<file path="src/rtl/ula_pkg.sv">
// Shared types for the ALU output stage: result width, FIFO entry layout and occupancy states.
package ula_pkg;

   localparam int unsigned LARGURA_ULA = 8;

   // Entry layout; the top packs the same field order into a LARGURA+3 vector.
   typedef struct packed {
      logic                   carry;
      logic                   zero;
      logic                   neg;
      logic [LARGURA_ULA-1:0] data;
   } ula_entrada_t;

   typedef enum logic [1:0] {
      VAZIO   = 2'd0,
      PARCIAL = 2'd1,
      CHEIO   = 2'd2
   } ocupacao_e;

endpackage

</file>
<file path="src/rtl/ula_fifo.sv">
// Generic FIFO storage with count-based occupancy FSM; clear has priority over push/pop.
module ula_fifo
   import ula_pkg::*;
#(
   parameter int unsigned LARGURA      = 11,
   parameter int unsigned PROFUNDIDADE = 2
) (
   input  logic                            clk,
   input  logic                            rst,
   input  logic                            limpar,
   input  logic                            push,
   input  logic                            pop,
   input  logic [LARGURA-1:0]              din,
   output logic [LARGURA-1:0]              dout,
   output logic [$clog2(PROFUNDIDADE):0]   contagem,
   output ocupacao_e                       estado
);

   localparam int unsigned AW = $clog2(PROFUNDIDADE);
   localparam logic [AW:0] C_CHEIO  = (AW+1)'(PROFUNDIDADE);
   localparam logic [AW:0] C_QUASE  = (AW+1)'(PROFUNDIDADE - 1);
   localparam logic [AW:0] C_UM     = (AW+1)'(1);
   localparam logic [AW-1:0] P_UM   = AW'(1);

   logic [LARGURA-1:0] r_mem [PROFUNDIDADE];
   logic [AW-1:0]      r_wr;
   logic [AW-1:0]      r_rd;
   logic [AW:0]        r_cont;
   ocupacao_e          r_estado;

   logic w_push;
   logic w_pop;

   assign w_push = push & (r_estado != CHEIO) & ~limpar;
   assign w_pop  = pop  & (r_estado != VAZIO) & ~limpar;

   always_ff @(posedge clk) begin
      if (w_push) r_mem[r_wr] <= din;
   end

   always_ff @(posedge clk or posedge rst) begin
      if (rst) begin
         r_wr     <= '0;
         r_rd     <= '0;
         r_cont   <= '0;
         r_estado <= VAZIO;
      end else if (limpar) begin
         r_wr     <= '0;
         r_rd     <= '0;
         r_cont   <= '0;
         r_estado <= VAZIO;
      end else begin
         if (w_push) r_wr <= r_wr + P_UM;
         if (w_pop)  r_rd <= r_rd + P_UM;
         case ({w_push, w_pop})
            2'b10: begin
               r_cont   <= r_cont + C_UM;
               r_estado <= (r_cont == C_QUASE) ? CHEIO : PARCIAL;
            end
            2'b01: begin
               r_cont   <= r_cont - C_UM;
               r_estado <= (r_cont == C_UM) ? VAZIO : PARCIAL;
            end
            default: ;
         endcase
      end
   end

   // Head is forced to zero when empty so stale storage never leaks out.
   assign dout     = (r_estado == VAZIO) ? '0 : r_mem[r_rd];
   assign contagem = r_cont;
   assign estado   = r_estado;

   logic w_unused_cheio;
   assign w_unused_cheio = ^C_CHEIO;

endmodule

</file>
<file path="src/rtl/ula_registro_saida.sv">
// ALU output stage: flags, result FIFO and feedback accumulator.
// Optional ULA_STATUS_EN adds ocupacao (FIFO count) and sticky carry_fixo outputs.
module ula_registro_saida
   import ula_pkg::*;
#(
   parameter int unsigned LARGURA      = LARGURA_ULA,
   parameter int unsigned PROFUNDIDADE = 2
) (
   input  logic                          clk,
   input  logic                          rst,
   input  logic                          limpar,
   input  logic                          in_valid,
   output logic                          in_ready,
   input  logic [LARGURA-1:0]            resultado,
   input  logic                          carry_out,
   output logic                          out_valid,
   input  logic                          out_ready,
   output logic [LARGURA-1:0]            out_dado,
   output logic                          out_carry,
   output logic                          out_zero,
   output logic                          out_neg,
   output logic [LARGURA-1:0]            acc,
   output logic                          acc_carry
`ifdef ULA_STATUS_EN
   ,
   output logic [$clog2(PROFUNDIDADE):0] ocupacao,
   output logic                          carry_fixo
`endif
);

   localparam int unsigned LE = LARGURA + 3;

   logic [LE-1:0]                  w_entrada;
   logic [LE-1:0]                  w_cabeca;
   logic [$clog2(PROFUNDIDADE):0]  w_contagem;
   ocupacao_e                      w_estado;
   logic                           w_push;
   logic                           w_pop;
   logic [LARGURA-1:0]             r_acc;
   logic                           r_acc_carry;

   // Flags are fixed at push time: {carry, zero, neg, data}.
   assign w_entrada = {carry_out, (resultado == '0), resultado[LARGURA-1], resultado};

   assign in_ready  = (w_estado != CHEIO);
   assign out_valid = (w_estado != VAZIO);
   assign w_push    = in_valid & in_ready & ~limpar;
   assign w_pop     = out_valid & out_ready & ~limpar;

   ula_fifo #(
      .LARGURA      (LE),
      .PROFUNDIDADE (PROFUNDIDADE)
   ) u_fifo (
      .clk      (clk),
      .rst      (rst),
      .limpar   (limpar),
      .push     (w_push),
      .pop      (w_pop),
      .din      (w_entrada),
      .dout     (w_cabeca),
      .contagem (w_contagem),
      .estado   (w_estado)
   );

   assign out_carry = w_cabeca[LE-1];
   assign out_zero  = w_cabeca[LE-2];
   assign out_neg   = w_cabeca[LE-3];
   assign out_dado  = w_cabeca[LARGURA-1:0];

   always_ff @(posedge clk or posedge rst) begin
      if (rst) begin
         r_acc       <= '0;
         r_acc_carry <= 1'b0;
      end else if (limpar) begin
         r_acc       <= '0;
         r_acc_carry <= 1'b0;
      end else if (w_push) begin
         r_acc       <= resultado;
         r_acc_carry <= carry_out;
      end
   end

   assign acc       = r_acc;
   assign acc_carry = r_acc_carry;

`ifdef ULA_STATUS_EN
   logic r_carry_fixo;

   always_ff @(posedge clk or posedge rst) begin
      if (rst)                      r_carry_fixo <= 1'b0;
      else if (limpar)              r_carry_fixo <= 1'b0;
      else if (w_push && carry_out) r_carry_fixo <= 1'b1;
   end

   assign ocupacao   = w_contagem;
   assign carry_fixo = r_carry_fixo;
`else
   logic w_unused_contagem;
   assign w_unused_contagem = ^w_contagem;
`endif

endmodule

</file>
<file path="config.mk">
export PLATFORM = sky130hd
export DESIGN_NAME = ula_registro_saida
export DESIGN_NICKNAME = d
export VERILOG_FILES = /design/src/rtl/ula_pkg.sv /design/src/rtl/ula_fifo.sv /design/src/rtl/ula_registro_saida.sv
export SDC_FILE = /design/constraint.sdc
export NUM_CORES = 1
export LEC_CHECK = 0
export CORE_ASPECT_RATIO = 1.1
export CORE_MARGIN = 2
export CORE_UTILIZATION = 52
export DETAILED_ROUTE_END_ITERATION = 10
export PLACE_DENSITY = 0.83
export SYNTH_ARGS = -nofsm -noshare
export SYNTH_HDL_FRONTEND = slang
export SYNTH_SLANG_ARGS = --single-unit
export TNS_END_PERCENT = 50
</file>
<file path="constraint.sdc">
create_clock -name clk -period 3.95 [get_ports clk]
set_clock_uncertainty 0.05 [all_clocks]
set_input_delay 0.395 -clock clk [delete_from_list [all_inputs] [get_ports clk]]
set_output_delay 0.395 -clock clk [all_outputs]
set_load 0.02 [all_outputs]
</file>
# ---- After elaboration in Yosys (flattened, before gate mapping)
# Memory sizes are Yosys's and may differ from the RTL's.
# Index checks and enable logic that the tools add are counted.
dict set report word_totals {
  mem_count 1
  mem_bits_rw 22
  elab_cells 48
  regBits 15
  input_bits 14
  out_inout_bits 22
}
# memory depth word_bits rd rd_ports_with_merged_regs write_ports line
set mem_list {}
lappend mem_list {u_fifo.r_mem 2 11 1 0 1 ula_fifo.sv:25} ;# logic [LARGURA-1:0] r_mem [PROFUNDIDADE];
dict set report classes {
  n_reduce_logical 7
  bitwise_logic 9
  add_sub_neg 4
  n_eq_ne 4
  muxes 17
}
# operator count
set ops {}
lappend ops {{two-way mux 8 bit} 2}
lappend ops {{two-way mux 11 bit} 1}
lappend ops {{two-way mux 1 bit} 9}
lappend ops {{bitwise AND 1 bit} 8}
lappend ops {{zero test 8 bit} 1}
lappend ops {{one-hot mux 2 bit (2 select lines)} 2}
lappend ops {{nonzero test 2 bit} 4}
lappend ops {{two-way mux 2 bit} 3}
lappend ops {{== test 2 x 1 -> 1 bit (second input constant)} 2}
lappend ops {{nonzero test 3 bit} 1}
lappend ops {{adder 1 bit (second input constant)} 2}
lappend ops {{adder 2 x 1 -> 2 bit (second input constant)} 1}
lappend ops {{== test 2 bit (second input constant)} 1}
lappend ops {{zero test 2 bit} 1}
lappend ops {{inequality test 2 bit (second input constant)} 1}
lappend ops {{subtractor 2 x 1 -> 2 bit (second input constant)} 1}
lappend ops {{inverter 1 bit} 1}

# ---- Longest topological paths before layout
# Gate-level depths: netlist of the first run.
dict set report depth {
  depth_word 8
  mapped_depth 6
}

# ---- Modules after synthesis
# A second synthesis of the first run with hierarchy kept.
dict set report hier_totals {
  hier_cells 125
  area_unflattened_um2 1646.6
}
# mod cells_per_inst area_each_um2 instances seq_area_each_um2
set by_module_without_submodules {}
lappend by_module_without_submodules {ula_fifo 97 1258.7 1 810.8}
lappend by_module_without_submodules {ula_registro_saida 28 387.9 1 225.2}

# ---- Least setup slack after synthesis of the first run
# Ideal clock, no wire load.
dict set report synth_path {
  path_type {register -> register}
  startpoint {register u_fifo.r_estado[0] (netlist: u_fifo.estado[0])}
  endpoint {memory u_fifo.r_mem[1][0], enable pin}
  arrival_time_ns 1.635
  path_buffers 1
  setup_slack_ns 1.872
  path_stages_with_launch 5
  synth_period_minus_slack_ns 2.078
  cell_sequence {dfrtp_1 > nand2b_4 > nand2_4 > buf_2 > nor3b_1}
}
dict set report synth_via {
  elab_chain_len 7
}
# item line
set synth_rtl {}
lappend synth_rtl {{from (decl)} ula_fifo.sv:29} ;# ocupacao_e r_estado;
lappend synth_rtl {{from (signal assigned)} ula_fifo.sv:58} ;# r_estado <= (r_cont == C_QUASE) ? CHEIO : PARCIAL;
lappend synth_rtl {{from (signal assigned)} ula_fifo.sv:62} ;# r_estado <= (r_cont == C_UM) ? VAZIO : PARCIAL;
lappend synth_rtl {{inequality test 2 bit *} ula_registro_saida.sv:45} ;# assign in_ready = (w_estado != CHEIO);
lappend synth_rtl {{via in_ready} ula_registro_saida.sv:13} ;# output logic in_ready,
lappend synth_rtl {{bitwise AND 1 bit (2 in series)} ula_registro_saida.sv:47} ;# assign w_push = in_valid & in_ready & ~limpar;
lappend synth_rtl {{bitwise AND 1 bit * (2 in series)} ula_fifo.sv:34} ;# assign w_push = push & (r_estado != CHEIO) & ~limpar;
lappend synth_rtl {{two-way mux 1 bit *} ula_fifo.sv:38} ;# if (w_push) r_mem[r_wr] <= din;
lappend synth_rtl {{two-way mux 1 bit (not written as such) *} ula_fifo.sv:38}
lappend synth_rtl {{to (decl)} ula_fifo.sv:25}
# Mark *: on every way through the listed nets, which the timed path passes. The rest lies on a longest branch.

# ---- Final worst setup path of the first run
dict set report layout_path {
  startpoint {register u_fifo.r_estado[1] (netlist: u_fifo.estado[1])}
  endpoint {output port out_dado[7]}
}
dict set report layout_via {
  elab_chain_len 2
}
# item line
set layout_rtl {}
lappend layout_rtl {{zero test 2 bit} ula_fifo.sv:70} ;# assign dout = (r_estado == VAZIO) ? '0 : r_mem[r_rd];
lappend layout_rtl {{two-way mux 11 bit} ula_fifo.sv:70}
lappend layout_rtl {{to (decl)} ula_registro_saida.sv:18} ;# output logic [LARGURA-1:0] out_dado,
# Every way passes these cells.

==> results.tsv, run 1 <==
stage	metric	value	unit
sta	slew_viol_final	0	
setup_path	cp_slowest_stage_delay	570	ps
global_route	grt_pass1_wl	4.878	mm
drt	drcViolationCount	0	
placement	gp_congestion	0.7611	
logic_synthesis	yosys.area.top_type_share	39.74	%
setup_path	path_cells	nor2_1, nor2_1, clkdlybuf4s50_1	
setup_path	cp.arrival	2090	ps
placement	io_buffer_count	35	
setup_path	path_common_cell	nor2_1	
global_route	grt_pass1_vias	1087	
logic_synthesis	yosys.area.top_type	edfxtp_1	
floorplan	start_util	54.41	%
sta	setup_tns	0	ps
sta	period_minus_slack	2530	ps
drt	first_pass_iters	4	
finish	area_delta_synth_final	30.22	%
setup_path	crit_start	u_fifo.estado[1]$_DFFE_PP0P_	
finish	drive_gt1_share	7.784	%
global_route	grt_max_degree	21	
logic_synthesis	synth_area	1511	um^2
floorplan	rows	20	
drt	wl_met3	154	um
clocking	clock_sinks	35	
drt	wl_per_cell	15.10	um
finish	finish.net_count	181	
drt	avgViaCountPerCell	5.440	
power_and_ir_drop	power_density	468.7	nW/um^2
clocking	htree_num_levels	2	
clocking	cts_resized	0	
power_and_ir_drop	leakage	0.0007456	uW
logic_synthesis	yosysMostFrequentCell	nand2_1	
min_path	hp-class	in2async	
floorplan	fp.dieArea	3355	um^2
logic_synthesis	postSynth.asyncResetShare	42.86	%
sta	finalSetupViolCount	0	
drt	ant_nets	0	
setup_path	worst_path_max_delay_cell	nor2_1	
floorplan	pin_count	36	
logic_synthesis	synth_edf_count	20	
logic_synthesis	synth_top_flop_cell	edfxtp_1	
logic_synthesis	synthCells	129	
drt	wl_met2	1.536	mm
clocking	cts_tree	yes	
setup_path	cp_top_family	simple AND/OR/NAND/NOR gates	
run	drv_cap	0	
clocking	cts.path.max_buffers	2	
run_status	status	completed	
sta	rsz0062_at_grt	false	
floorplan	die_x	55.41	um
setup_path	start_kind	flop	
power_and_ir_drop	worst_ir_drop_vdd	368.9	uV
clocking	root_buffer	clkbuf_4	
sta	hold_viol	0	
logic_synthesis	synthTopCellsByArea	edfxtp_1, dfrtp_1, mux2i_1	
floorplan	die_h	60.55	um
floorplan	core_area	2778	um^2
drt	wl_met1	1.285	mm
logic_synthesis	synth_common_cells	nand2_1, edfxtp_1, nor2_1	
global_route	grt_use_total	19.68	%
sta	fmax	395.2	MHz
placement	hpwl	2.129	mm
setup_path	worstPathRequired	3500	ps
setup_path	worstSetupEndpointType	output pin	
logic_synthesis	ys_seq_elements	35	
clocking	insertion_delay	340	ps
logic_synthesis	synth.distinct_cells	28	
logic_synthesis	postSynthAreaPerCell	11.72	um^2
sta	max_slew_margin	52.96	%
clocking	hold_buffers	0	
placement	pre_cts_ws	1794	ps
drt	first_iter_violations	54	
sta	worstMarginPinSlew	703.3	ps
logic_synthesis	synth_nets	144	
setup_path	r2r-start	u_fifo.estado[1]$_DFFE_PP0P_	
drt	drt_wl_total	3.020	mm
sta	fin_ws	1420	ps
sta	post-route-period-util	64.05	%
drt	highest_layer	met4	
global_route	antenna_found_initial	0	
drt	dr_total_vias	1088	
power_and_ir_drop	total_power	922.4	uW
setup_path	crit_buf_inv	1	
finish	fillers	201	
logic_synthesis	synth_seq_area_share	64.57	%
clocking	path_clk_slew	110	ps
setup_path	crit_type	reg2out	
logic_synthesis	ys_warn_count	0	
clocking	postCtsSetupRepairBufs	0	
finish	antenna_cells	0	
clocking	cts_buffers	5	
setup_path	crit_fanout	11	
global_route	overflow	0	
==> per-stage QoR <==
step                      std cells  utilization (%)  area [um^2]  hold slack (ps)
after floorplan                 129                -         1511            246.5
after global placement          192            67.75         1882            464.4
after detailed placement        192            67.75         1882            468.1
after CTS                       200            70.86         1968            358.8
after global routing            200            70.86         1968            390.5
final                           200            70.86         1968            357.9
==> registers in the layout, indices dropped and copies added (netlist names) <==
signal / count
u_fifo.contagem: 2
acc_carry: 1
u_fifo.r_mem: 20
u_fifo.r_wr: 1
acc: 8
u_fifo.estado: 2
u_fifo.r_rd: 1
==> placed cells by master, fill, tap and decap left out, drive strengths merged, types with 3 or more instances in the layout <==
master	synthesis	layout
o21ai	4	4
nand2	22	22
dfrtp	15	15
edfxtp	20	20
a21oi	12	12
clkdlybuf4s50	0	35
clkbuf	3	6
inv	3	3
nor2	18	18
mux2i	10	10
==> path summary, 6_finish.rpt <==
kind	end	slack, ps	depth (start not counted)
min in group clk	acc[6]$_DFFE_PP0P_	490	2
min	acc[7]$_DFFE_PP0P_	360	2
max reg2reg	u_fifo.estado[1]$_DFFE_PP0P_	2300	5
min reg2reg	acc[6]$_DFFE_PP0P_	490	2
max in group asynchronous	u_fifo.contagem[1]$_DFFE_PP0P_	3090	2
max	out_dado[7]	1420	3
==> worst register-to-register path, delay by kind of cell (launching register included) <==
kind / cells / cell delay (ps)
compound gates: 2 / 300
buf+inv: 1 / 130
flops: 1 / 470
simple gates: 2 / 630
==> logic make-up after synthesis <==
family	after synthesis	share of synthesized area, %
DFF	35	64.57
xor gates and xnor gates	3	1.739
muxes	11	7.368
and+or+nand+nor	51	15.98
buffers and inverters	10	3.145
adders and majority gates	1	0.8277
AOI/OAI and AO/OA	18	6.374
==> routing by layer <==
layer	vias up	track usage (%)
met5	-	0
met4	0	9.408
met3	4	6.823
met2	33	32.48
met1	533	23.69
li1	518	-
==> area by class of cell <==
class	count	area (um^2)	area share (%)
clock buffers	6	51.30	2.606
flip-flops and latches	35	975.9	49.59
repair buffers	37	365.4	18.56
clock inverters	2	35.03	1.780
inverters	3	11.26	0.5722
well taps	33	41.29	2.098
multi-input cells	84	488.0	24.79
==> power by group <==
group	internal [uW]	switching, uW
clock	150	119
sequential	414	22.5
combinational	103	114
total	666	256
(Power assumes the default switching activity.)
==> inputs of run 2 (changes only) <==
--- a/config.mk
+++ b/config.mk
@@ -7,9 +7,9 @@
 export LEC_CHECK = 0
 export CORE_ASPECT_RATIO = 1.1
 export CORE_MARGIN = 2
-export CORE_UTILIZATION = 52
+export CORE_UTILIZATION = 44
 export DETAILED_ROUTE_END_ITERATION = 10
-export PLACE_DENSITY = 0.83
+export PLACE_DENSITY = 0.75
 export SYNTH_ARGS = -nofsm -noshare
 export SYNTH_HDL_FRONTEND = slang
 export SYNTH_SLANG_ARGS = --single-unit
==> constraint.sdc (replaced) <==
create_clock -name clk -period 2.3 [get_ports clk]
set_clock_uncertainty 0.05 [all_clocks]
set_input_delay 0.23 -clock clk [delete_from_list [all_inputs] [get_ports clk]]
set_output_delay 0.23 -clock clk [all_outputs]
set_load 0.02 [all_outputs]
==> run 2 against run 1 <==
Net effect:
- sequential cell count stayed put
- via count is 3.0% lower
- non-clock buffer count is 1 higher
- total power is 56% higher
- final cell count is 2.0% higher
- register-to-register slack worse by 1600 ps
- clock-buffer cell count is 1 higher
- critical endpoint unchanged
==> results.tsv, run 2 (synthesized netlist as in run 1, its figures left out) <==
stage	metric	value	unit	change
power_and_ir_drop	leakage	0.0007321	uW	was 0.0007456 uW
power_and_ir_drop	p_comb_share	25.9	%	was 23.5%
global_route	grt_max_degree	16		was 21
clocking	hold_buffers	0		unchanged
setup_path	worstSetupEndpointType	output pin		unchanged
global_route	grt_pass1_wl	4.629	mm	was 4.878 mm
sta	hold_viol	0		unchanged
sta	rsz0062_at_grt	false		unchanged
power_and_ir_drop	clkPwrFrac	21.7	%	was 29.1%
finish	layout_commonest_cell	clkdlybuf4s50_1		unchanged
sta	fin_ws	221.7	ps	was 1420 ps
drt	first_pass_iters	4		unchanged
min_path	hp-class	in2async		unchanged
drt	wl_per_cell	14.17	um	was 15.10 um
sta	fmax	481.2	MHz	
drt	ant_nets	0		unchanged
finish	largest_register_ff_count	20		unchanged
sta	worstMarginPinSlew	565.1	ps	was 703.3 ps
finish	utilization	59.09	%	was 70.86%
setup_path	worstPathRequired	2020	ps	was 3500 ps
sta	post-route-period-util	90.36	%	
floorplan	die_x	59.88	um	was 55.41 um
clocking	clock_sinks	35		unchanged
sta	max_slew_margin	62.29	%	was 52.96%
power_and_ir_drop	seq_power_share	52.3	%	was 47.4%
run_status	status	completed		unchanged
run	drv_cap	0		unchanged
setup_path	crit_type	reg2out		unchanged
clocking	htree_num_levels	2		unchanged
power_and_ir_drop	p_sw	430.1	uW	was 256.0 uW
setup_path	start_kind	flop		unchanged
power_and_ir_drop	total_power	1440	uW	was 922.4 uW
sta	slew_viol_final	0		unchanged
finish	mostFrequentLayoutCells	clkdlybuf4s50_1, nand2_1, edfxtp_1		unchanged
drt	avgViaCountPerCell	5.172		was 5.440
sta	holdWs	176.4	ps	was 357.9 ps
setup_path	crit_fanout	11		unchanged
sta	setup_tns	0	ps	unchanged
placement	io_buffer_count	35		unchanged
setup_path	cp.arrival	1800	ps	was 2090 ps
power_and_ir_drop	p_sw_share	29.86	%	was 27.75%
global_route	overflow	0		unchanged
floorplan	start_util	45.76	%	was 54.41%
placement	hpwl	2.118	mm	was 2.129 mm
global_route	grt_use_total	16.01	%	was 19.68%
setup_path	worst-r2r-cell-count	4		was 5
drt	dr_total_vias	1055		was 1088
sta	finalSetupViolCount	0		unchanged
clocking	cts_tree	yes		unchanged
drt	first_iter_violations	42		was 54
floorplan	pin_count	36		unchanged
placement	pre_cts_ws	264.4	ps	was 1794 ps
floorplan	fp.dieArea	3920	um^2	was 3355 um^2
clocking	path_clk_slew	100	ps	was 110 ps
finish	antenna_cells	0		unchanged
sta	period_minus_slack	2078	ps	
global_route	grt_pass1_vias	1043		was 1087
finish	largest_register	u_fifo.r_mem		unchanged
power_and_ir_drop	power_density	737.8	nW/um^2	was 468.7 nW/um^2
global_route	antenna_found_initial	0		unchanged
placement	gp_congestion	0.6676		was 0.7611
floorplan	rows	22		was 20
clocking	cts.path.max_buffers	2		unchanged
clocking	root_buffer	clkbuf_4		unchanged
clocking	insertion_delay	340	ps	about the same
power_and_ir_drop	worst_ir_drop_vdd	341.0	uV	was 368.9 uV
drt	drcViolationCount	0		unchanged
finish	area_delta_synth_final	29.14	%	was 30.22%
finish	drive_gt1_share	8.333	%	was 7.784%
clocking	cts_buffers	5		unchanged
finish	finish.net_count	182		was 181
floorplan	die_h	65.47	um	was 60.55 um
drt	drt_wl_total	2.891	mm	was 3.020 mm
clocking	postCtsSetupRepairBufs	0		unchanged
power_and_ir_drop	intPower	1010	uW	was 666.5 uW
clocking	cts_resized	2		was 0
floorplan	core_area	3303	um^2	was 2778 um^2
[run 2: cell types whose count changed in the layout (fill, tap and decap cells not counted), sizes merged]
cell and change:
buf +1, bufinv -1, clkbuf +1
[run 2: cell type report]
type | count | area (um^2)
inverter | 3 | 11.26
multi-input combinational | 84 | 495.5
tap | 36 | 45.04
timing repair buffer | 38 | 372.9
clock inverter | 1 | 5.005
fill | 298 | 1351
clock buffer | 7 | 45.04
sequential | 35 | 977.2
[run 2: path summary, 6_finish.rpt]
kind,from,to,slack (ps)
max reg2reg,u_fifo.estado[0]$_DFFE_PP0P_,u_fifo.contagem[0]$_DFFE_PP0P_,680
max in group asynchronous,rst,u_fifo.r_rd$_DFFE_PP0P_,1630
min in group clk,carry_out,acc_carry$_DFFE_PP0P_,450
min,rst,u_fifo.r_wr$_DFFE_PP0P_,180
min reg2reg,acc[7]$_DFFE_PP0P_,acc[7]$_DFFE_PP0P_,480
max,u_fifo.r_rd$_DFFE_PP0P_,out_dado[7],220
[run 2: layer usage]
layer	GRT usage (%)	up-vias	wire (um)
li1	-	521	-
met1	19.55	501	1201
met2	26.49	28	1499
met3	3.543	5	136
met4	7.500	0	53
met5	0	-	0
[run 2: worst max-delay path, cell delays in order (launching register included)]
cell             delay [ps]
dfrtp_2                 540
mux2i_1                 160
nor2_1                  130
clkdlybuf4s50_1         620
[run 2: per-stage QoR]
stage | std cells | cell area (um^2)
floorplan | 129 | 1511
global placement | 196 | 1893
detailed placement | 196 | 1893
CTS | 204 | 1947
global route | 204 | 1952
finish | 204 | 1952
[run 2: power groups by stage]
stage               sequential [uW]  clock (uW)  combinational [uW]
floorplan                       759           0                 221
global placement                761           0                 364
detailed placement              764           0                 373
CTS                             752         327                 375
global route                    759         346                 406
finish                          753         313                 374
==> inputs of run 3 (changes only) <==
--- a/config.mk
+++ b/config.mk
@@ -10,6 +10,7 @@
 export CORE_UTILIZATION = 44
 export DETAILED_ROUTE_END_ITERATION = 10
 export PLACE_DENSITY = 0.75
+export REMOVE_ABC_BUFFERS = 1
 export SYNTH_ARGS = -nofsm -noshare
 export SYNTH_HDL_FRONTEND = slang
 export SYNTH_SLANG_ARGS = --single-unit
==> run 3 against run 2 <==
Net effect:
- total power rose by 0.14%
- via count grew 0.38%
- non-clock buffer count up 2
- largest cell class unchanged
==> results.tsv, run 3 (synthesized netlist as in run 1, its figures left out) <==
stage	metric	value	unit	change
run	drv_cap	0		unchanged
floorplan	rows	22		unchanged
finish	antenna_cells	0		unchanged
finish	utilization	59.47	%	was 59.09%
clocking	postCtsSetupRepairBufs	0		unchanged
placement	hpwl	2.142	mm	was 2.118 mm
drt	drt_wl_total	2.976	mm	was 2.891 mm
global_route	antenna_found_initial	0		unchanged
finish	drive_gt1_share	8.235	%	was 8.333%
clocking	insertion_delay	330	ps	was 340 ps
drt	dr_total_vias	1059		was 1055
min_path	hp-class	in2async		unchanged
drt	drcViolationCount	0		unchanged
setup_path	crit_fanout	5		was 11
finish	largest_register	u_fifo.r_mem		unchanged
setup_path	worstPathRequired	2020	ps	about the same
clocking	root_buffer	clkbuf_4		unchanged
clocking	htree_num_levels	2		unchanged
finish	area_delta_synth_final	29.97	%	was 29.14%
floorplan	die_x	59.88	um	unchanged
sta	period_minus_slack	2133	ps	was 2078 ps
setup_path	worstSetupEndpointType	output pin		unchanged
drt	first_iter_violations	33		was 42
floorplan	start_util	45.76	%	unchanged
sta	slew_viol_final	0		unchanged
setup_path	start_kind	flop		unchanged
clocking	cts.path.max_buffers	2		unchanged
power_and_ir_drop	power_density	734.1	nW/um^2	was 737.8 nW/um^2
finish	largest_register_ff_count	20		unchanged
placement	gp_congestion	0.7499		was 0.6676
drt	ant_nets	0		unchanged
floorplan	core_area	3303	um^2	unchanged
drt	avgViaCountPerCell	5.141		was 5.172
power_and_ir_drop	leakage	0.0007423	uW	was 0.0007321 uW
sta	finalSetupViolCount	0		unchanged
finish	mostFrequentLayoutCells	clkdlybuf4s50_1, nand2_1, edfxtp_1		unchanged
global_route	grt_use_total	18.09	%	was 16.01%
sta	post-route-period-util	92.74	%	was 90.36%
clocking	clock_sinks	35		unchanged
sta	worstMarginPinSlew	567.1	ps	was 565.1 ps
finish	fillers	275		was 298
sta	max_slew_margin	62.15	%	was 62.29%
global_route	grt_pass1_wl	5.030	mm	was 4.629 mm
drt	wl_per_cell	14.45	um	was 14.17 um
global_route	grt_pass1_vias	1079		was 1043
sta	hold_viol	0		unchanged
sta	fmax	468.8	MHz	was 481.2 MHz
global_route	grt_max_degree	16		unchanged
clocking	path_clk_slew	100	ps	about the same
finish	layout_commonest_cell	clkdlybuf4s50_1		unchanged
finish	finish.net_count	184		was 182
clocking	cts_tree	yes		unchanged
clocking	cts_buffers	5		unchanged
sta	setup_tns	0	ps	unchanged
global_route	overflow	0		unchanged
setup_path	cp.arrival	1850	ps	was 1800 ps
run_status	status	completed		unchanged
floorplan	die_h	65.47	um	unchanged
setup_path	crit_type	reg2out		unchanged
floorplan	pin_count	36		unchanged
drt	first_pass_iters	4		unchanged
sta	rsz0062_at_grt	false		unchanged
power_and_ir_drop	worst_ir_drop_vdd	427.4	uV	was 341.0 uV
floorplan	fp.dieArea	3920	um^2	unchanged
clocking	hold_buffers	0		unchanged
placement	io_buffer_count	35		unchanged
[run 3: report_power, final]
| part | leakage (uW) | internal, uW | switching [uW] |
|---|---|---|---|
| logic | 0.000332 | 185 | 205 |
| clock network | 0.0000273 | 113 | 194 |
| registers | 0.000383 | 712 | 32.1 |
[run 3: path summary, 6_finish.rpt]
path	from	endpoint	slack (ps)	cells past startpoint
setup / recovery	u_fifo.r_rd$_DFFE_PP0P_	out_neg	170	4
hold / removal	rst	acc[7]$_DFFE_PP0P_	180	2
setup reg to reg	u_fifo.estado[0]$_DFFE_PP0P_	u_fifo.contagem[0]$_DFFE_PP0P_	650	4
hold reg to reg	acc[2]$_DFFE_PP0P_	acc[2]$_DFFE_PP0P_	480	2
max in group asynchronous	rst	acc[6]$_DFFE_PP0P_	1640	2
min in group clk	carry_out	acc_carry$_DFFE_PP0P_	470	3
[run 3: what timing repair did]
item / in CTS / in global routing
hold endpoints to repair: 0 / 0
gates resized for setup: 1 / 1
endpoints found under the setup margin: 12 / 1
[run 3: through the flow]
step,cells,hold slack [ps],setup WS [ps],area [um^2],power [uW]
2_1_floorplan,122,81.48,337.4,1475,964.8
4_1_cts,206,196.6,109.0,1959,1450
5_1_grt,206,231.4,59.37,1964,1532
6_report,206,182.0,166.9,1964,1442
3_5_place_dp,198,476.5,266.6,1908,1143
3_3_place_gp,198,462.0,321.7,1908,1132
[run 3: area by class of cell]
class / instances / area [um^2] / share of cell area (%)
Clock buffer: 6 / 41.29 / 2.102
Clock inverter: 2 / 7.507 / 0.3822
Inverter: 3 / 11.26 / 0.5732
Multi-Input combinational cell: 84 / 495.5 / 25.22
Sequential cell: 35 / 975.9 / 49.68
Tap cell: 36 / 45.04 / 2.293
Timing Repair Buffer: 40 / 387.9 / 19.75
[run 3: critical path: stages, from the launching register on]
cell and delay (ps):
dfrtp_1 470, buf_4 190, mux2i_1 110, nor2_1 120, clkdlybuf4s50_1 620
[run 3: layer usage]
metal  track usage (%)  vias to the layer above  routed length (um)
li1                  -                      528                   -
met1             21.45                      499                1317
met2             29.08                       26                1465
met3             6.496                        6                 137
met4             8.056                        0                  57
met5                 0                        -                   0
